### config.mk
export PLATFORM = sky130hd
export DESIGN_NAME = shift_deserializer
export DESIGN_NICKNAME = d
export VERILOG_FILES = /design/src/rtl/shift_deserializer.sv
export SDC_FILE = /design/constraint.sdc
export NUM_CORES = 1
export LEC_CHECK = 0
export ABC_AREA = 1
export CAP_MARGIN = 40
export CORE_MARGIN = 4
export CORE_UTILIZATION = 50
export DETAILED_ROUTE_END_ITERATION = 6
export PLACE_DENSITY = 0.73
export SETUP_SLACK_MARGIN = 0.02
export SLEW_MARGIN = 40
export SYNTH_ARGS = -nofsm -noshare
export SYNTH_HDL_FRONTEND = slang
export SYNTH_SLANG_ARGS = --single-unit
### constraint.sdc
create_clock -name Clk -period 1.4 [get_ports Clk]
set_input_delay 0.35 -clock Clk [delete_from_list [all_inputs] [get_ports Clk]]
set_output_delay 0.35 -clock Clk [all_outputs]
set_load 0.02 [all_outputs]
### src/rtl/shift_deserializer.sv
// shift_deserializer: serial-in/parallel-out receiver with per-frame direction and a
// double-buffered valid/ready output. Optional even-parity check via `PARITY_CHECK_EN.
`default_nettype none

module shift_deserializer #(
    parameter int WIDTH = 8
) (
    input  logic             Clk,
    input  logic             Clear_n,
    input  logic             Ser_in,
    input  logic             Ser_valid,
    input  logic             Dir,
    input  logic             Out_ready,
    output logic [0:WIDTH-1] OUT,
    output logic             Out_valid,
    output logic             Busy,
    output logic             Overrun,
    output logic             Parity_err
);

    localparam int CW = (WIDTH > 2) ? $clog2(WIDTH) : 1;

    typedef enum logic [1:0] {
        IDLE   = 2'd0,
        SHIFT  = 2'd1,
        PARITY = 2'd2
    } state_t;

    state_t           state;
    logic [CW-1:0]    cnt;
    logic             dir_q;
    logic [0:WIDTH-1] sreg;
    logic [0:WIDTH-1] sh_up;
    logic [0:WIDTH-1] sh_dn;
    logic [0:WIDTH-1] shifted;
    logic [0:WIDTH-1] word;
    logic             last_data;
    logic             complete;
    logic             buf_free;

    always_comb begin
        sh_up    = '0;
        sh_dn    = '0;
        sh_up[0] = Ser_in;
        for (int i = 1; i < WIDTH; i++) begin
            sh_up[i] = sreg[i-1];
        end
        sh_dn[WIDTH-1] = Ser_in;
        for (int i = 0; i < WIDTH - 1; i++) begin
            sh_dn[i] = sreg[i+1];
        end
        // Direction comes live from Dir on the first bit, then from the latched copy.
        shifted   = (((state == IDLE) ? Dir : dir_q) != 1'b0) ? sh_up : sh_dn;
        last_data = Ser_valid && (state != PARITY) && (cnt == CW'(WIDTH - 1));
`ifdef PARITY_CHECK_EN
        complete  = Ser_valid && (state == PARITY);
        word      = sreg;
`else
        complete  = last_data;
        word      = shifted;
`endif
        buf_free  = !Out_valid || Out_ready;
    end

    always_ff @(negedge Clk) begin
        if (!Clear_n) begin
            state     <= IDLE;
            cnt       <= '0;
            dir_q     <= 1'b0;
            sreg      <= '0;
            OUT       <= '0;
            Out_valid <= 1'b0;
            Overrun   <= 1'b0;
`ifdef PARITY_CHECK_EN
            Parity_err <= 1'b0;
`endif
        end else begin
            if (Ser_valid) begin
                case (state)
                    IDLE, SHIFT: begin
                        sreg <= shifted;
                        if (state == IDLE) begin
                            dir_q <= Dir;
                        end
                        if (last_data) begin
                            cnt <= '0;
`ifdef PARITY_CHECK_EN
                            state <= PARITY;
`else
                            state <= IDLE;
`endif
                        end else begin
                            cnt   <= cnt + CW'(1);
                            state <= SHIFT;
                        end
                    end
                    default: state <= IDLE;
                endcase
            end

            // A completing word wins over a plain consume on the same edge.
            if (complete) begin
                if (buf_free) begin
                    OUT       <= word;
                    Out_valid <= 1'b1;
                end else begin
                    Overrun <= 1'b1;
                end
            end else if (Out_valid && Out_ready) begin
                Out_valid <= 1'b0;
            end

`ifdef PARITY_CHECK_EN
            if (complete && ((^sreg) ^ Ser_in)) begin
                Parity_err <= 1'b1;
            end
`endif
        end
    end

`ifndef PARITY_CHECK_EN
    assign Parity_err = 1'b0;
`endif

    assign Busy = (state != IDLE);

endmodule

`default_nettype wire
==> qor.txt, run 1 <==
status = stopped before the end
halt point of the flow = global routing
First Err = [ERROR DPL-0038] Utilization greater than 100%, impossible to legalize
Sinks on Clock Net = 23
I/O Buffers = 16
CTS buffer count = 3
Synthesized Nets = 165
CTS H-Tree Depth = 1
Post-Syn Area = 1060 um2
Die Y = 54.1 um
worst ep type = primary output
clk buf depth = 2
DP Area = 1550 um2
largest net degree at the start of global routing = 23
hpwl dp = 1.66 mm
Initial Util = 0.536
root buffer cell = clkbuf_4
post-synthesis simple-gate area fraction = 0.317
area fraction in compound gates after synthesis = 0.0813
worst endpoint after global-route timing repair = OUT[7]
RD Place Congestion = 0.835
main combinational cell family by area after synthesis = simple AND/OR/NAND/NOR gates
pre-CTS WS = -0.897 ns
Die Span X = 54.1 um
cell row count = 16
Post-Synth Adder-Cell Area = 0.0236
post-synthesis sequential area ratio = 0.433
Ys Warns = 0
number of distinct library cells after synthesis = 18
Avg Inst Size Synth = 6.77 um2
number of synthesized register bits = 23
post-synthesis mux area share = 0
DP Cell Count = 205
hold-fix buffers at CTS = 0
Post-Synthesis Cells = 157
xor/xnor share of the synthesized area = 0
io pins = 18
-- stage by stage --
stage,hold WS (ns),util
global placement,0.463,0.780
CTS,0.477,0.959
floorplan,0.459,-
detailed placement,0.473,0.780
-- cell families after synthesis --
| logic type | after synthesis |
|---|---|
| AOI/OAI and AO/OA | 16 |
| adders and majority gates | 2 |
| buffers and inverters | 38 |
| DFF | 23 |
| other | 1 |
| and+or+nand+nor | 77 |
-- cell usage after synthesis (all sizes together) --
| cell type | number | area [um2] |
|---|---|---|
| inv | 32 | 120 |
| nand2 | 32 | 135 |
| nor2 | 19 | 71.3 |
| clkbuf | 2 | 7.51 |
| buf | 3 | 17.5 |
| clkinv | 1 | 5.00 |
| dfxtp | 23 | 460 |
| ha | 2 | 25.0 |
| conb | 1 | 3.75 |
| o21ai | 1 | 5.00 |
| nand3 | 26 | 130 |
| a31oi | 1 | 6.26 |
| a211oi | 2 | 15.0 |
| a21oi | 12 | 60.1 |
-- timing repair --
item	in CTS
setup buffers	5
pin swaps	14
cloned	6
gates resized for setup	114
setup endpoints to repair	34
==> run 2, diff against run 1 <==
--- a/config.mk
+++ b/config.mk
@@ -7,11 +7,10 @@
 export LEC_CHECK = 0
 export ABC_AREA = 1
 export CAP_MARGIN = 40
-export CORE_MARGIN = 4
-export CORE_UTILIZATION = 50
+export CORE_AREA = 4 4 65 67
 export DETAILED_ROUTE_END_ITERATION = 6
-export PLACE_DENSITY = 0.73
-export SETUP_SLACK_MARGIN = 0.02
+export DIE_AREA = 0 0 69 71
+export PLACE_DENSITY_LB_ADDON = 0.15
 export SLEW_MARGIN = 40
 export SYNTH_ARGS = -nofsm -noshare
 export SYNTH_HDL_FRONTEND = slang
==> qor.txt, run 2 <==
1st-iter DRT viols = 28
Clock transition at path regs = 0.04 ns
hpwl dp = 1.76 mm
top cells by area, synth = dfxtp_1 (43%), nand3_1 (12%), inv_1 (11%)
commonest non-fill, non-tap cell in the layout = inv_1
Reg2Reg Depth = 9
endpoints failing setup = 25
total grt overflow = 0
pre-CTS WS = -0.907 ns
drt pass-1 iters = 4
Crit-path slowest cell = dfxtp_4
Power Density = 901 nW/um2
reg-to-reg slack, setup = 0.09 ns
Avg Inst Size Synth = 6.77 um2
gr usage total = 0.152
hold path startpoint = cnt[1]
CP arrival = 1.50 ns
Final WS setup = -0.447 ns
full die area = 4900 um2
DR vias = 1,219
initial antenna violation count = 0
DP Area = 1590 um2
CP peak stage delay = 0.33 ns
Yosys top cell area share = 0.433
DP Cell Count = 228
Avg WL per Cell = 13.6 um
CTS H-Tree Depth = 1
number of synthesized register bits = 23
CP Depth = 1
number of distinct library cells after synthesis = 18
met3 Track Usage GR = 0.0724
critical path buffer and inverter count = 1
CTS tree = done
FFs w/ async S/R, synth = 0
Final Skew = 0.0179 ns
startpoint types = register
Post-Syn Area = 1060 um2
Sinks on Clock Net = 23
Routed WL = 3.64 mm
post-synthesis sequential area ratio = 0.433
RSZ-0062 raised after global routing = true
vias in the first global route = 1,299
crit path cell chain = buf_6
Top Registers = OUT x8, sreg x8, cnt x3
final non-filler cell total = 267
Crit Path Max Fanout = 2
Via density = 4.57
Ys Warns = 0
status = complete, but fails checks
most frequent cells in the layout = inv_1 (49), nand3_1 (18), nand2_1 (17)
clk buf depth = 2
worst setup path end = Busy
Tightest Hold Check Type = reg2reg
Post-Synthesis Cells = 157
critical path class = reg2out
Max Cap Viol = 0
crit-path leading delay family = flip-flops
Die Span X = 69 um
clock latency on the worst-skew pair = 0.36 ns
n_diodes = 0
Synthesized Nets = 165
EDFF count, synth = 0
Primary FF master, synth = dfxtp_1
CP required = 1.05 ns
Synth top cells by count = inv_1 (30), nand2_1 (28), nand3_1 (26), dfxtp_1 (23), nor2_1 (19)
io pins = 18
RD Place Congestion = 0.696
Pleak = 1.05 nW
crit path from = state[0]
Setup TNS = -5.37 ns
Die Y = 71 um
cell row count = 22
biggest area consumer among synthesized cells = dfxtp_1
share of cells above drive strength 1 = 0.511
Crit. End Element = output pin
grt met1 use = 0.156
gr busiest metal = met2
largest net degree at the start of global routing = 14
failing checks = negative setup slack
I/O Buffers = 16
Area Overhead vs Synth = 101%
most frequent cell after synthesis = inv_1
# nets final = 228
Core Region = 3630 um2
root buffer cell = clkbuf_8
DRC Markers = 0
worst r2r dst = OUT[6]
max-slew violations = 0
Fillers = 327
count of final hold-check violations = 0
Initial Util = 0.292
DRT antenna net count = 0
RR Startpoint = cnt[0]
global-route wire length before repair = 5.98 mm
met2 usage = 0.262
fin area = 2140 um2
Max rail drop VDD = 0.442 mV
CTS buffer count = 3
-- run 2: power breakdown --
part	internal [W]	switching (W)	total, W
clock	0.000469	0.000411	0.000880
combinational	0.000155	0.000177	0.000333
sequential	0.000680	0.0000330	0.000713
total	0.00130	0.000622	0.00193
-- run 2: kinds of logic after synthesis --
family / synth area share
AND/OR/NAND/NOR: 0.317
buffers and inverters: 0.141
flip-flops: 0.433
AO/OA/AOI/OAI: 0.0813
adder cells (fa/ha/maj): 0.0236
other: 0.00353
-- run 2: worst min path at each step --
stage                   end  slack [ns]  depth (start not counted)
CTS                  cnt[1]        0.48                          2
floorplan            cnt[1]        0.46                          2
detailed placement   cnt[1]        0.48                          2
finish               cnt[1]        0.48                          2
global route         cnt[1]        0.51                          2
global placement    Overrun        0.47                          2
-- run 2: metrics by stage --
| stage | util | hold slack, ns | total power (W) |
|---|---|---|---|
| final | 0.588 | 0.478 | 0.00193 |
| after floorplan | - | 0.459 | 0.000956 |
| after global routing | 0.588 | 0.507 | 0.00208 |
| after global placement | 0.437 | 0.470 | 0.00102 |
| after CTS | 0.564 | 0.481 | 0.00191 |
| after detailed placement | 0.437 | 0.478 | 0.00102 |
-- run 2: metal layers --
layer,up-vias,share of wire
met5,-,0
met4,0,0.013
met3,5,0.048
met2,29,0.54
met1,573,0.40
li1,612,-
-- run 2: timing repair --
action,CTS,global route
buffers inserted,3,3
hold buffers,0,0
cloned,7,0
setup endpoints to repair,34,29
pin swaps,25,9
gates resized for setup,130,14
-- run 2: final cells by class --
type | count | area [um2] | area share
multi-input combinational | 99 | 821 | 0.384
clock inverter | 24 | 116 | 0.0544
timing repair buffer | 38 | 472 | 0.221
clock buffer | 3 | 41.3 | 0.0193
tap | 48 | 60.1 | 0.0281
inverter | 32 | 146 | 0.0685
sequential | 23 | 482 | 0.225
(Power assumes the default switching activity.)
==> run 3, diff against run 2 <==
--- a/config.mk
+++ b/config.mk
@@ -10,7 +10,9 @@
 export CORE_AREA = 4 4 65 67
 export DETAILED_ROUTE_END_ITERATION = 6
 export DIE_AREA = 0 0 69 71
+export GPL_TIMING_DRIVEN = 0
 export PLACE_DENSITY_LB_ADDON = 0.15
+export SKIP_CTS_REPAIR_TIMING = 1
 export SLEW_MARGIN = 40
 export SYNTH_ARGS = -nofsm -noshare
 export SYNTH_HDL_FRONTEND = slang
==> qor.txt, run 3 (synthesis results as in run 2) <==
Final Skew = 0.0134 ns
Clock transition at path regs = 0.03 ns
critical path class = reg2out
Reg area = 482 um2
endpoints failing setup = 30
share of cells above drive strength 1 = 0.519
Die Y = 71 um
commonest non-fill, non-tap cell in the layout = inv_1
DRT antenna net count = 0
Area Overhead vs Synth = 88.9%
Via density = 4.61
Fillers = 355
CP required = 1.05 ns
io pins = 18
worst r2r dst = OUT[6]
total grt overflow = 0
DR vias = 1,198
CTS buffer count = 3
Pleak = 0.972 nW
Endpoint, Worst Hold = cnt[1]
Routed WL = 3.06 mm
crit-path leading delay family = flip-flops
startpoint types = register
Tightest Hold Check Type = reg2reg
RD Place Congestion = 0.754
Final WS setup = -0.447 ns
hpwl dp = 1.78 mm
Max rail drop VDD = 0.361 mV
drt pass-1 iters = 4
n_diodes = 0
Multi-input gate area = 825 um2
Core Region = 3630 um2
hold path startpoint = cnt[1]
CP arrival = 1.50 ns
1st-iter DRT viols = 32
clock latency on the worst-skew pair = 0.34 ns
Top Registers = OUT x8, sreg x8, cnt x3
Final Core Density = 0.552
I/O Buffers = 16
# nets final = 221
CTS tree = done
full die area = 4900 um2
Hold WS = 0.492 ns
hold path depth = 2
Initial Util = 0.292
CTS H-Tree Depth = 1
max-slew violations = 0
Crit. End Element = output pin
RR Startpoint = cnt[0]
initial antenna violation count = 0
Avg WL per Cell = 11.8 um
crit path from = Out_valid
root buffer cell = clkbuf_8
RSZ-0062 raised after global routing = true
most frequent cells in the layout = inv_1 (50), nand3_1 (17), nand2_1 (16), buf_6 (16), dfxtp_1 (12)
Crit-path slowest cell = dfxtp_4
reg-to-reg slack, setup = 0.09 ns
Max Cap Viol = 0
Reg2Reg Depth = 9
crit path cell chain = buf_6
global-route wire length before repair = 4.49 mm
largest net degree at the start of global routing = 13
clk buf depth = 2
CP peak stage delay = 0.34 ns
count of final hold-check violations = 0
status = complete, but fails checks
vias in the first global route = 1,113
Sinks on Clock Net = 23
Crit Path Max Fanout = 3
failing checks = negative setup slack
critical path buffer and inverter count = 1
Power Density = 824 nW/um2
Die Span X = 69 um
DRC Markers = 0
gr usage total = 0.110
cell row count = 22
==> run 3: worst max path at each step <==
stage                      to  slack [ns]  cells after the start
floorplan              OUT[4]       -0.15                      7
global placement       OUT[6]       -0.94                      8
detailed placement     OUT[6]       -0.95                      8
CTS                 Out_valid       -0.95                      1
global route        Out_valid       -0.48                      1
finish              Out_valid       -0.45                      1
==> run 3: cell type report <==
| cell class | count | share of cell area |
|---|---|---|
| Clock buffer | 3 | 0.0206 |
| Clock inverter | 24 | 0.0449 |
| Buffer | 5 | 0.0262 |
| Multi-Input combinational cell | 99 | 0.411 |
| Inverter | 32 | 0.0767 |
| Sequential cell | 23 | 0.240 |
| Timing Repair Buffer | 26 | 0.151 |
| Tap cell | 48 | 0.0299 |
==> run 3: layer usage <==
| metal | GRT usage | share of wire |
|---|---|---|
| met5 | 0 | 0 |
| met1 | 0.128 | 0.46 |
| met4 | 0.0672 | 0.0056 |
| met2 | 0.167 | 0.48 |
| met3 | 0.0455 | 0.051 |
==> run 3: report_power, final <==
group | internal (W) | total (W) | switching (W)
sequential | 0.000680 | 0.000707 | 0.0000264
combinational | 0.000119 | 0.000277 | 0.000158
clock | 0.000282 | 0.000669 | 0.000387
total | 0.00108 | 0.00165 | 0.000571
==> run 3: per-stage QoR <==
stage               instance area, um2  TNS [ns]  instances  total power [W]  setup WS (ns)
CTS                               1650    -22.04        247          0.00161         -0.954
global route                      2010     -6.74        260          0.00180         -0.482
finish                            2010     -5.46        260          0.00165         -0.447
floorplan                         1300     -3.35        157         0.000956         -0.148
detailed placement                1520    -26.11        221          0.00101         -0.950
global placement                  1520    -25.61        221          0.00101         -0.940
==> RTL change 1: new RTL, settings of run 3 <==
The option `PARITY_CHECK_EN` is turned on by a define.
--- a/src/rtl/shift_deserializer.sv
+++ b/src/rtl/shift_deserializer.sv
@@ -1,6 +1,8 @@
 // shift_deserializer: serial-in/parallel-out receiver with per-frame direction and a
 // double-buffered valid/ready output. Optional even-parity check via `PARITY_CHECK_EN.
 `default_nettype none
+
+`define PARITY_CHECK_EN
 
 module shift_deserializer #(
     parameter int WIDTH = 8
Check against the original RTL: not equivalent (a bounded check fails within 10 cycles, from zero or initial values).
==> RTL change 1 against run 3 <==
The flow still finishes with violations (setup timing). Global-route usage is 0.93 points higher. Highest routed layer unchanged. Final area is 2.4% higher. Sequential power is 4.2% higher. Critical path type unchanged. Wire length is 18% higher. Count of clock-buffer cells in the layout stayed put. Combinational power is 27% higher. Worst setup slack worse by 140 ps. Sequential cell count is 2 higher. Register-to-register slack worse by 100 ps. Area after synthesis is 19% higher. Total power is 10% higher.
==> RTL change 1: results (changes against run 3) <==
status=finished, violations left; failing checks=setup timing; WL final=3596 microns (+18%); invs w/o clock=34 (+6.3%); clock-pin slew on the worst setup and hold paths=40 ps; Seq cells post-synth=25 (+8.7%); Worst IR Drop VDD=0.5041 mV (+40%); setup TNS=-7789 ps (-2333 ps); initial antenna violation count=0 (unchanged); Leak=0.001043 uW (+7.4%); Filler cells=339 (-4.5%); clock skew=16.29 ps (+2.919 ps); Non-clk bufs=37 (+19%); setup ws final=-592.0 ps (-144.9 ps); fraction of area in multi-input gates=36.52% (-4.6 points); capture point of the worst path=Busy; Layout Nets=255 (+15%); WP data arrival=1640 ps (+140 ps); placed cell count=251 (+14%); HPWL after detailed placement=2069 microns (+16%); R2R depth=10 (+1); Iteration-0 DRC Markers=64 (+100%); count of cell types in the netlist=23 (+5); reg2reg end=sreg[4]; share of layout cells above drive strength 1=40.65% (-11 points); largest net degree at the start of global routing=14 (+1); Async SR Flop Fraction=0% (unchanged); HP Start=cnt[2]; register area share after synthesis=39.45% (-3.9 points); Hold Slack=474.3 ps (-17.63 ps); Cell Int Power=1150 uW (+6.3%); synth warn=0 (unchanged); vias in the first global route=1174 (+5.5%); crit path launch=state[1]; Clock Root Buffer=clkbuf_8; GPL Wtd Cong=0.8197 (+8.8%); Place WS=-1201 ps (-251.0 ps); GRT Overall Usage=11.89% (+0.93 points); Via density=4.738 (+2.8%); total iterations of the first detailed-routing run=4 (unchanged); Worst Hold Path EP=cnt[2]; Layout Cells excl Fill=294 (+13%); synth top area cells=dfxtp_1 (39%), nand2_1 (11%), a21oi_1 (9.1%); sequential share of cell area=26.72% (+2.7 points); Layout Cell Area excl Fill=2056 sq um (+2.4%); port bufs=17 (+1); n_diodes=0 (unchanged); r2r setup slk=-10 ps (-100 ps); Clock buf/inv share=6.756% (+0.21 points); cell count after synthesis=186 (+18%); DP Area=1615 sq um (+6.1%); Crit path max-delay family=flip-flops; Post-synth top cells=nand2_1 (36), inv_1 (28), dfxtp_1 (25), a21oi_1 (23), nor2_1 (19); buffering overhead=19.48% (+1.8 points); clk_lat worst skew=350 ps; final setup violation count=33 (+10%); multi-input gates=121 (+22%); worst min path class=flop to flop; first-pass GRT wire length=4892 microns (+8.9%)
RTL change 1: routing by layer:
metal,share of wire (%),global-route usage (%),up-vias
met5,0,0,-
met4,1.3,5.857,0
met3,4.4,5.256,7
met2,51,17.58,38
met1,44,14.68,639
li1,-,-,709
RTL change 1: cell families (layout without fill, tap and decap cells):
group / Yosys count / in the layout / synth area share, %
AND/OR/NAND/NOR: 61 / 61 / 20.02
AO/OA/AOI/OAI: 52 / 53 / 21.70
buffers and inverters: 41 / 100 / 13.41
flip-flops: 25 / 25 / 39.45
XOR/XNOR: 5 / 5 / 3.452
adder cells (fa/ha/maj): 2 / 2 / 1.972
RTL change 1: tightest hold or removal path, delay by kind of cell (launching register included):
kind            cells  cell delay, ps
compound gates      1              40
simple gates        1              70
flops               1             310
RTL change 1: power groups by stage:
stage               clock [uW]  combinational (uW)  sequential, uW
floorplan                  113                 210             746
global placement           113                 270             748
detailed placement         113                 277             749
CTS                        736                 279             738
global route               844                 385             739
finish                     733                 353             737
==> RTL change 2: new RTL, settings of run 3 <==
Without the edit above. Set the parameter `WIDTH` to 4 (it was 8).
--- a/src/rtl/shift_deserializer.sv
+++ b/src/rtl/shift_deserializer.sv
@@ -3,7 +3,7 @@
 `default_nettype none
 
 module shift_deserializer #(
-    parameter int WIDTH = 8
+    parameter int WIDTH = 4
 ) (
     input  logic             Clk,
     input  logic             Clear_n,
Ports: changed (resized OUT); port bits go from 18 to 14. No check against the original RTL was run, so the function may have changed too.
==> RTL change 2 against run 3 <==
Cell count decreased by 32%. Via count decreased by 46%. The flow still finishes with violations (setup timing). Total power decreased by 35%. Wire length decreased by 50%. Non-clock buffer count decreased by 13. Worst setup slack improved by 26 ps. Final area decreased by 45%. Area after synthesis decreased by 39%. Hold slack improved by 6.2 ps. Global-route usage decreased by 4.5 points. Sequential cell count decreased by 9.
==> RTL change 2: results (changes against run 3) <==
failing checks=setup timing; clock skew=4.991 ps (-8.383 ps); Cell Int Power=736.9 uW (-32%); first-pass GRT wire length=2497 microns (-44%); Filler cells=413 (+16%); met1 Track Usage GR=5.927% (-6.8 points); crit path launch=state[0]; Iteration-0 DRC Markers=15 (-53%); Seq cells post-synth=14 (-39%); WL final=1535 microns (-50%); WP data arrival=1470 ps (-30 ps); Layout Nets=137 (-38%); Post-Syn Nets=104 (-37%); fraction of area in multi-input gates=35.27% (-5.8 points); Post-synth top cells=inv_1 (19), nand2_1 (18), nor2_1 (15), dfxtp_1 (14), nand3_1 (12); Largest regs=OUT x4, sreg x4, cnt x2; multi-input gates=60 (-39%); HP Start=cnt[0]; worst min path class=flop to flop; Leak=0.0005962 uW (-39%); area of the multi-input gates=386.6 sq um (-53%); count of cell types in the netlist=15 (-3); setup TNS=-2804 ps (+2652 ps); vias in the first global route=643 (-42%); share of layout cells above drive strength 1=34.38% (-18 points); placed cell count=157 (-29%); register area share after synthesis=43.41% (+0.066 points); grt met3 use=2.983% (-1.6 points); buffering overhead=17.12% (-0.58 points); total iterations of the first detailed-routing run=3 (-1); Hold Slack=498.0 ps (+6.161 ps); register area=296.5 sq um (-38%); invs w/o clock=19 (-41%); Seq group=439 uW (-38%); GPL Wtd Cong=0.7770 (+3.1%); met2 Use GR=9.958% (-6.8 points); synth top area cells=dfxtp_1 (43%), inv_1 (11%), nand2_1 (10%); Clock group=472 uW (-29%); Non-clk bufs=18 (-42%); worst-path fanout max=3 (unchanged); DP Area=918.4 sq um (-40%); total power=1076 uW (-35%); clk_lat worst skew=310 ps (-30 ps); Place WS=-907.9 ps (+41.84 ps); HPWL after detailed placement=1094 microns (-39%); port bufs=12 (-4); setup ws final=-421.3 ps (+25.80 ps); Worst IR Drop VDD=0.2539 mV (-30%); Via density=3.642 (-21%); final setup violation count=7 (-77%); largest net degree at the start of global routing=11 (-2); Clock Path Buffers=2 (unchanged); largest area contributor in the netlist=dfxtp_1; Layout Cells excl Fill=176 (-32%); Clock buf/inv share=8.562% (+2.0 points); status=finished, violations left; cell count after synthesis=97 (-38%); GRT Overall Usage=6.433% (-4.5 points)
[RTL change 2: cell types whose count changed after synthesis, sizes merged, moves of 2 or more]
cell    delta
a21oi      -5
nand3     -14
inv       -12
a211oi     -2
nand2     -12
dfxtp      -9
nor2       -3
[RTL change 2: worst paths after layout]
kind         cells past startpoint  slack [ps]  endpoint
max                              1        -420      Busy
min                              2         500    cnt[0]
max reg2reg                      7         270    OUT[2]
min reg2reg                      2         500    cnt[0]
[RTL change 2: logic make-up after synthesis]
kind of cell	after synthesis	share of synthesized area, %
AND/OR/NAND/NOR	49	32.56
AO/OA/AOI/OAI	9	6.976
flip-flops	14	43.41
adder cells (fa/ha/maj)	1	1.938
other	1	0.5808
buffers and inverters	23	14.53
[RTL change 2: per-layer routing]
metal	wire length (microns)	up-vias
li1	-	356
met2	735	15
met5	0	-
met3	83	4
met4	38	0
met1	678	266
